File: src/rtl/ps2_event_fifo.sv
// PS/2 keyboard receiver with glitch-filtered clock, framing/parity/timeout
// checking, E0/F0 prefix decoding and a first-word-fall-through event FIFO.
module ps2_event_fifo #(
  parameter int FILT_LEN = 4,
  parameter int TIMEOUT  = 12000,
  parameter int ADDR_W   = 3
) (
  input  logic              clk,
  input  logic              res,
  input  logic              kbd_clk,
  input  logic              kbd_dat,
  input  logic              rd,
  input  logic              clr,
  output logic              ev_valid,
  output logic [7:0]        ev_code,
  output logic              ev_ext,
  output logic              ev_rel,
  output logic [ADDR_W:0]   ev_count,
  output logic              ovf,
  output logic              err
);

  localparam int DEPTH = 1 << ADDR_W;
  localparam int TO_W  = $clog2(TIMEOUT + 1);

  typedef enum logic [1:0] {IDLE, DATA, PARITY, STOP} state_t;

  // Input synchronisers and clock filter
  logic [1:0]          clk_sync;
  logic [1:0]          dat_sync;
  logic [FILT_LEN-1:0] filt;
  logic                filt_level;
  logic                filt_prev;
  logic                fall;
  logic                dat_s;

  // Receiver state
  state_t              state;
  logic [2:0]          bit_cnt;
  logic [7:0]          shift;
  logic                par_bit;
  logic [TO_W-1:0]     to_cnt;
  logic                ext_flag;
  logic                rel_flag;
  logic                push;
  logic [9:0]          push_word;

  // Event FIFO
  logic [9:0]          mem [DEPTH];
  logic [ADDR_W-1:0]   wr_ptr;
  logic [ADDR_W-1:0]   rd_ptr;
  logic                full;
  logic                pop;
  logic                wr_en;

  assign dat_s = dat_sync[1];
  assign fall  = filt_prev & ~filt_level;

  // Two-flop synchronisers; idle PS/2 lines are high, so reset to 1
  always_ff @(posedge clk or posedge res) begin
    if (res) begin
      clk_sync <= 2'b11;
      dat_sync <= 2'b11;
    end else begin
      clk_sync <= {clk_sync[0], kbd_clk};
      dat_sync <= {dat_sync[0], kbd_dat};
    end
  end

  // Glitch filter: level only changes once FILT_LEN samples agree
  always_ff @(posedge clk or posedge res) begin
    if (res) begin
      filt       <= '1;
      filt_level <= 1'b1;
      filt_prev  <= 1'b1;
    end else begin
      filt <= {filt[FILT_LEN-2:0], clk_sync[1]};
      if (&filt)
        filt_level <= 1'b1;
      else if (~|filt)
        filt_level <= 1'b0;
      filt_prev <= filt_level;
    end
  end

  // Frame receiver: bit sampling, checking, timeout and prefix decoding
  always_ff @(posedge clk or posedge res) begin
    if (res) begin
      state     <= IDLE;
      bit_cnt   <= '0;
      shift     <= '0;
      par_bit   <= 1'b0;
      to_cnt    <= '0;
      ext_flag  <= 1'b0;
      rel_flag  <= 1'b0;
      push      <= 1'b0;
      push_word <= '0;
      err       <= 1'b0;
    end else begin
      push <= 1'b0;
      if (clr)
        err <= 1'b0;

      if (state == IDLE || fall)
        to_cnt <= '0;
      else
        to_cnt <= to_cnt + TO_W'(1);

      if (state != IDLE && to_cnt == TO_W'(TIMEOUT)) begin
        // Keyboard stalled mid-frame: abandon it and any pending prefix
        state    <= IDLE;
        err      <= 1'b1;
        ext_flag <= 1'b0;
        rel_flag <= 1'b0;
        to_cnt   <= '0;
      end else if (fall) begin
        case (state)
          IDLE: begin
            if (!dat_s) begin
              state   <= DATA;
              bit_cnt <= '0;
            end
          end
          DATA: begin
            shift   <= {dat_s, shift[7:1]};
            bit_cnt <= bit_cnt + 3'd1;
            if (bit_cnt == 3'd7)
              state <= PARITY;
          end
          PARITY: begin
            par_bit <= dat_s;
            state   <= STOP;
          end
          STOP: begin
            state <= IDLE;
            if (dat_s && (^{shift, par_bit})) begin
              if (shift == 8'hE0) begin
                ext_flag <= 1'b1;
              end else if (shift == 8'hF0) begin
                rel_flag <= 1'b1;
              end else begin
                push      <= 1'b1;
                push_word <= {rel_flag, ext_flag, shift};
                ext_flag  <= 1'b0;
                rel_flag  <= 1'b0;
              end
            end else begin
              err      <= 1'b1;
              ext_flag <= 1'b0;
              rel_flag <= 1'b0;
            end
          end
          default: state <= IDLE;
        endcase
      end
    end
  end

  assign ev_valid = (ev_count != '0);
  assign full     = (ev_count == (ADDR_W+1)'(DEPTH));
  assign pop      = rd & ev_valid;
  // A pop in the same cycle frees the slot, so a full FIFO still accepts
  assign wr_en    = push & (~full | pop);

  // FIFO pointers, occupancy and overflow flag
  always_ff @(posedge clk or posedge res) begin
    if (res) begin
      wr_ptr   <= '0;
      rd_ptr   <= '0;
      ev_count <= '0;
      ovf      <= 1'b0;
    end else begin
      if (wr_en)
        wr_ptr <= wr_ptr + ADDR_W'(1);
      if (pop)
        rd_ptr <= rd_ptr + ADDR_W'(1);
      case ({wr_en, pop})
        2'b10:   ev_count <= ev_count + (ADDR_W+1)'(1);
        2'b01:   ev_count <= ev_count - (ADDR_W+1)'(1);
        default: ev_count <= ev_count;
      endcase
      if (push && full && !pop)
        ovf <= 1'b1;
      else if (clr)
        ovf <= 1'b0;
    end
  end

  // Event storage; contents need no reset since ev_count gates visibility
  always_ff @(posedge clk) begin
    if (wr_en)
      mem[wr_ptr] <= push_word;
  end

  assign {ev_rel, ev_ext, ev_code} = mem[rd_ptr];

endmodule

File: config.mk
export PLATFORM = sky130hd
export DESIGN_NAME = ps2_event_fifo
export DESIGN_NICKNAME = d
export VERILOG_FILES = /design/src/rtl/ps2_event_fifo.sv
export SDC_FILE = /design/constraint.sdc
export NUM_CORES = 1
export LEC_CHECK = 0
export CORE_ASPECT_RATIO = 1.1
export CORE_UTILIZATION = 39
export CTS_BUF_LIST = sky130_fd_sc_hd__clkbuf_16
export DETAILED_ROUTE_END_ITERATION = 10
export PLACE_DENSITY_LB_ADDON = 0.12
export SYNTH_ARGS = -nofsm -noshare
export SYNTH_HDL_FRONTEND = slang
export SYNTH_SLANG_ARGS = --single-unit
File: constraint.sdc
create_clock -name clk -period 3.1 [get_ports clk]
set_input_delay 0.62 -clock clk [delete_from_list [all_inputs] [get_ports clk]]
set_output_delay 0.62 -clock clk [all_outputs]
set_load 0.02 [all_outputs]
* Yosys cells after proc, flatten, opt, wreduce, memory -nomap -nowiden
Memory sizes are Yosys's and may differ from the RTL's.
Cells that the tools add are included.
** Operators by class
- Add/sub/neg operators :: 6
- Eq/ne operators :: 16
- Mux-type cells :: 39
- Bitwise gates (word level) :: 9
- Reductions and logical operators :: 24
** Operator list (count)
- $mux W1 :: 29
- $mux W14 :: 2
- $eq A8 B8 Y1 const B :: 2
- $reduce_and A3 Y1 :: 5
- $add A14 B1 Y14 const B :: 1
- $eq A14 B14 Y1 const B :: 1
- $reduce_bool A2 Y1 :: 6
- $add A3 B1 Y3 const B :: 3
- $reduce_xor A9 Y1 :: 1
- $mux W2 :: 4
- $pmux W2 S4 :: 1
- $pmux W4 S2 :: 1
- $reduce_and A4 Y1 :: 2
- $eq A2 B2 Y1 const B :: 3
- $ne A3 B3 Y1 const B :: 2
- $pmux W3 S2 :: 1
- $reduce_and A6 Y1 :: 1
- $not A1 Y1 :: 5
- $add A4 B1 Y4 const B :: 1
- $eq A2 B1 Y1 const B :: 2
- $eq A4 B4 Y1 const B :: 1
- $logic_and A1 B1 Y1 :: 4
- $ne A2 B2 Y1 const B :: 2
- $ne A4 B4 Y1 const B :: 1
- other kinds (11) :: 13
** Storage, ports and cells
- Register bits after elaboration :: 63
- Memory bits (writable) :: 80
- Bits of input ports :: 6
- Output and inout bits :: 17
- Word-level logic and storage cells :: 114
- Memories :: 1
** Memory list
- mem :: words 8, bits a word 10, rd ports 1, clocked after memory_dff 0, write ports 1, line 49 : logic [9:0] mem [DEPTH];

* Longest topological paths before layout
Gate-level depths: netlist of the first run.
- Depth after elaboration :: 7
- Gate-level depth with buffers :: 9
- Gate-level depth less buffers :: 8

* Least setup slack after synthesis of the first run
No wires, ideal clock.
- Path kind :: register -> register
- Start :: register ev_count[1]
- End :: register ev_count[2]
- Arrival time :: 2.429 ns
- Data required time :: 3.020 ns
- Setup slack :: 0.591 ns
- Cell stages (with the launch flop) :: 9
- Path buffers :: 1
- Cells stage by stage :: dfrtp_1 > clkbuf_1 > or4_1 > nand2_1 > nor2_1 > xor2_1 > ha_1 > o41ai_1 > xor2_1
** On the way
- Cells in the longest elaborated chain, start to end :: 6
- Elaborated cells on any way between the ends :: 12
- Classes of those cells :: 2 x add/sub; 3 x eq/ne; 1 x mux; 4 x bitwise; 2 x reduce/logical
** Ends and longest elaborated chain
- start: declaration :: line 18 : output logic [ADDR_W:0] ev_count,
- start signal: assignment :: line 178 : 2'b10: ev_count <= ev_count + (ADDR_W+1)'(1);
- start signal: assignment :: line 179 : 2'b01: ev_count <= ev_count - (ADDR_W+1)'(1);
- start signal: assignment :: line 180 : default: ev_count <= ev_count;
- $reduce_bool A4 Y1 * :: line 159 : assign ev_valid = (ev_count != '0);
- via ev_valid :: line 14 : output logic ev_valid,
- $and A1 B1 Y1 * :: line 161 : assign pop = rd & ev_valid;
- $or A1 B1 Y1 :: line 163 : assign wr_en = push & (~full | pop);
- $and A1 B1 Y1 :: line 163
- $eq A2 B1 Y1 or $eq A2 B2 Y1 (tied branches) :: line 177 : case ({wr_en, pop})
- $pmux W4 S2 or $reduce_bool A2 Y1 (tied branches)
The timed path passes the listed nets; every way through them passes the cells marked *.
A chain may end at the register's enable or synchronous reset.

* Final worst setup path of the first run
- Start :: register rd_ptr[0]
- End :: output port ev_ext
** On the way
- Cells in the longest elaborated chain, start to end :: 1
** Ends and longest elaborated chain
- start: declaration :: line 51 : logic [ADDR_W-1:0] rd_ptr;
- start signal: assignment :: line 176 : rd_ptr <= rd_ptr + ADDR_W'(1);
- $mem_v2 Z8 W10
- end: declaration :: line 16 : output logic ev_ext,
No other way between the ends.

==> impl_metrics.ini, run 1 <==
[logic_synthesis]
synth_fp_nets = 387
async_reset_ff_frac = 0.4406
netlist_area_um2 = 5937
yosysSeqAreaShare = 0.6723
yosys.area_share.simple = 0.07503
ys_ff_latch = 143
yosysWarnings = 0
synthXorXnorAreaFrac = 0.04194
synth_edf_count = 80
ys.flop_type = edfxtp_1
netlist_instances = 369
synth.avg_cell_area_um2 = 16.09
synth_top_family_by_area = multiplexers
synth_fa_ha_area_frac = 0.02529
ys_types = 46
synth_compound_area_frac = 0.02782
synthMuxAreaShare = 0.1404

[clocking]
cts_setup_buffers = 0
cts_tree = done
cts_buffers = 17
cts_root_buffer = clkbuf_16
cts.hold.buffers_added = 0
clkLatencyLatePin_ns = 0.41
htree_levels = 4
cts.clk_slew.worst_paths_ns = 0.06
cts.sinks = 143
cts_max_path_buffers = 2
cts_resized = 0

[setup_path]
arrival_ns = 2.36
critPathRequiredTime_ns = 2.48
path_depth = 4
path_max_fanout = 22
cp_cell_sequence = buf_12, mux4_2, mux2_2, clkdlybuf4s50_1
path_delay_family = multiplexers
worstSetupPathType = reg -> out
startpoint_type = flop
crit_buf_inv = 2
crit_path_end_kind = output pin
reg2regPathDepth = 7
worst_path_largest_cell_delay_ns = 0.54
slowest_stage = clkdlybuf4s50_1

[layout]
final_cell_area_um2 = 7059
final_common_cell = edfxtp_1
syn2layout_area_growth_pct = 18.90
final_layout_size_suffix_gt1_frac = 0.2530
fin_cells = 615
layout.nets = 428
mostFrequentLayoutCells = edfxtp_1, dfrtp_1, nor2_1
diodes = 0
fill_cells = 1290

[floorplan]
fp-row-count = 46
die_x_um = 119.6
core_area_um2 = 14620
initial_core_util = 0.4061
die_area_um2 = 15720
fp.dieH_um = 131.4
io_pins = 23

[timing]
finClkSkew_ns = 0.008483
fin_setup_tns_ns = 0
min_period_ns = 2.976
maxClockFrequency_mhz = 336.0
hold_violations = 0
setup_ws_ns = 0.1235
setup_violations = 0
drv_slew = 0
rsz0062_at_grt = no
max_slew_margin = 0.5777
tightest_slew_ns = 0.6325
timing.final.crit_share = 0.9602

[route]
wire_per_inst_um = 17.08
drtPass1Iterations = 4
num_vias = 3105
drc_errors = 0
drtIter0Drc = 171
avgViaCountPerCell = 5.049
drt_wl_total_um = 10510
drt.antenna.violating_nets = 0

[global_routing]
grt_busiest_layer = met2
grt_max_degree = 36
grt_util_met2 = 0.2482
grt_pass1_wl_um = 17390
met1_usage = 0.1812
antenna_found_initial = 0
grt_util_all_layers = 0.1487
grt-ovfl-total = 0
grt.met3_usage = 0.03516
grt_pass1_vias = 3277

[placed_design]
hpwlAfterDp_um = 6644
dp.cells = 583
dpl_cell_area_um2 = 6455
portBuffers = 22
dp_slack_ns = 0.5413
place.gp.congestion = 0.7558

[min_path]
hold_class = reg -> reg
min_path_cells = 0

[pwr]
ir_worst_vdd_mv = 0.2944
p_per_area_nw_per_um2 = 807.7
leakage_nw = 2.762

[outcome]
outcome = complete, no violations

[run]
drv_cap = 0
[cell usage after synthesis, drive strengths merged (4+ instances only)]
| cell | instances | area, um2 |
|---|---|---|
| nand2b | 4 | 25.02 |
| a31oi | 4 | 25.02 |
| nor2 | 29 | 108.9 |
| dfrtp | 53 | 1326 |
| mux4 | 20 | 450.4 |
| nand3 | 9 | 50.05 |
| xor2 | 8 | 70.07 |
| ha | 12 | 150.1 |
| dfstp | 10 | 262.8 |
| nor3 | 10 | 50.05 |
| clkbuf | 7 | 26.28 |
| buf | 6 | 38.79 |
| mux2 | 31 | 382.9 |
| edfxtp | 80 | 2402 |
| nand2 | 20 | 75.07 |
| xnor2 | 17 | 156.4 |
| inv | 10 | 37.54 |
| a21oi | 5 | 25.02 |
[worst paths after layout]
path | slack (ns) | end | from
worst max register to register | 0.69 | ev_count[2]$_DFFE_PP0P_ | ev_count[1]$_DFFE_PP0P_
max in group asynchronous | 1.80 | filt[1]$_DFF_PP1_ | res
min in group asynchronous | 0.61 | bit_cnt[2]$_DFFE_PP0P_ | res
worst min-delay path | 0.35 | dat_sync[1]$_DFF_PP1_ | dat_sync[0]$_DFF_PP1_
worst max-delay path | 0.12 | ev_ext | rd_ptr[0]$_DFFE_PP0N_
worst min register to register | 0.35 | dat_sync[1]$_DFF_PP1_ | dat_sync[0]$_DFF_PP1_
[layout make-up]
type | count | area, um2 | area share
clock inverters | 15 | 178.9 | 0.02535
clock buffers | 17 | 425.4 | 0.06026
well taps | 192 | 240.2 | 0.03403
repair buffers | 35 | 342.8 | 0.04856
flip-flops and latches | 143 | 3991 | 0.5654
multi-input cells | 203 | 1843 | 0.2611
inverters | 10 | 37.54 | 0.005317
[kinds of logic after synthesis]
| group | Yosys count |
|---|---|
| AO/OA/AOI/OAI | 24 |
| flip-flops | 143 |
| AND/OR/NAND/NOR | 90 |
| multiplexers | 51 |
| buffers and inverters | 23 |
| XOR/XNOR | 26 |
| adder cells (fa/ha/maj) | 12 |
[per-stage QoR]
| step | hold slack, ns | total power [W] | util |
|---|---|---|---|
| after CTS | 0.3559 | 0.005790 | 0.4829 |
| after global placement | 0.3467 | 0.003687 | 0.4415 |
| after floorplan | 0.3452 | 0.003282 | - |
| final | 0.3547 | 0.005702 | 0.4829 |
| after global routing | 0.3616 | 0.005981 | 0.4829 |
| after detailed placement | 0.3476 | 0.003706 | 0.4415 |
[sequential cells by signal (all words and copies together), names as in the netlist]
| name | flops |
|---|---|
| wr_ptr | 3 |
| par_bit | 1 |
| push_word | 10 |
| mem | 80 |
| rel_flag | 1 |
| dat_sync | 2 |
| shift | 8 |
| clk_sync | 2 |
| ev_count | 4 |
| filt | 4 |
| filt_prev | 1 |
| err | 1 |
| ext_flag | 1 |
| filt_level | 1 |
| push | 1 |
| ovf | 1 |
| rd_ptr | 3 |
| bit_cnt | 3 |
| state | 2 |
| to_cnt | 14 |
[metal layers]
layer,wire length (um),share of wire
met5,0,0
met2,5434,0.52
met3,354,0.034
met4,210,0.020
met1,4506,0.43
[power by group]
part           internal (W)  total, W  switching (W)
combinational      0.000719   0.00133       0.000610
sequential          0.00214   0.00232       0.000182
clock               0.00133   0.00206       0.000730
total               0.00418   0.00570        0.00152
Note: power is estimated with default switching activity, not from simulation.
==> run 2, diff against run 1 <==
Settings changed: SKIP_LAST_GASP set to 1.
==> results of run 2 <==
No change in the layout: final DEF, timing and power equal those of run 1.
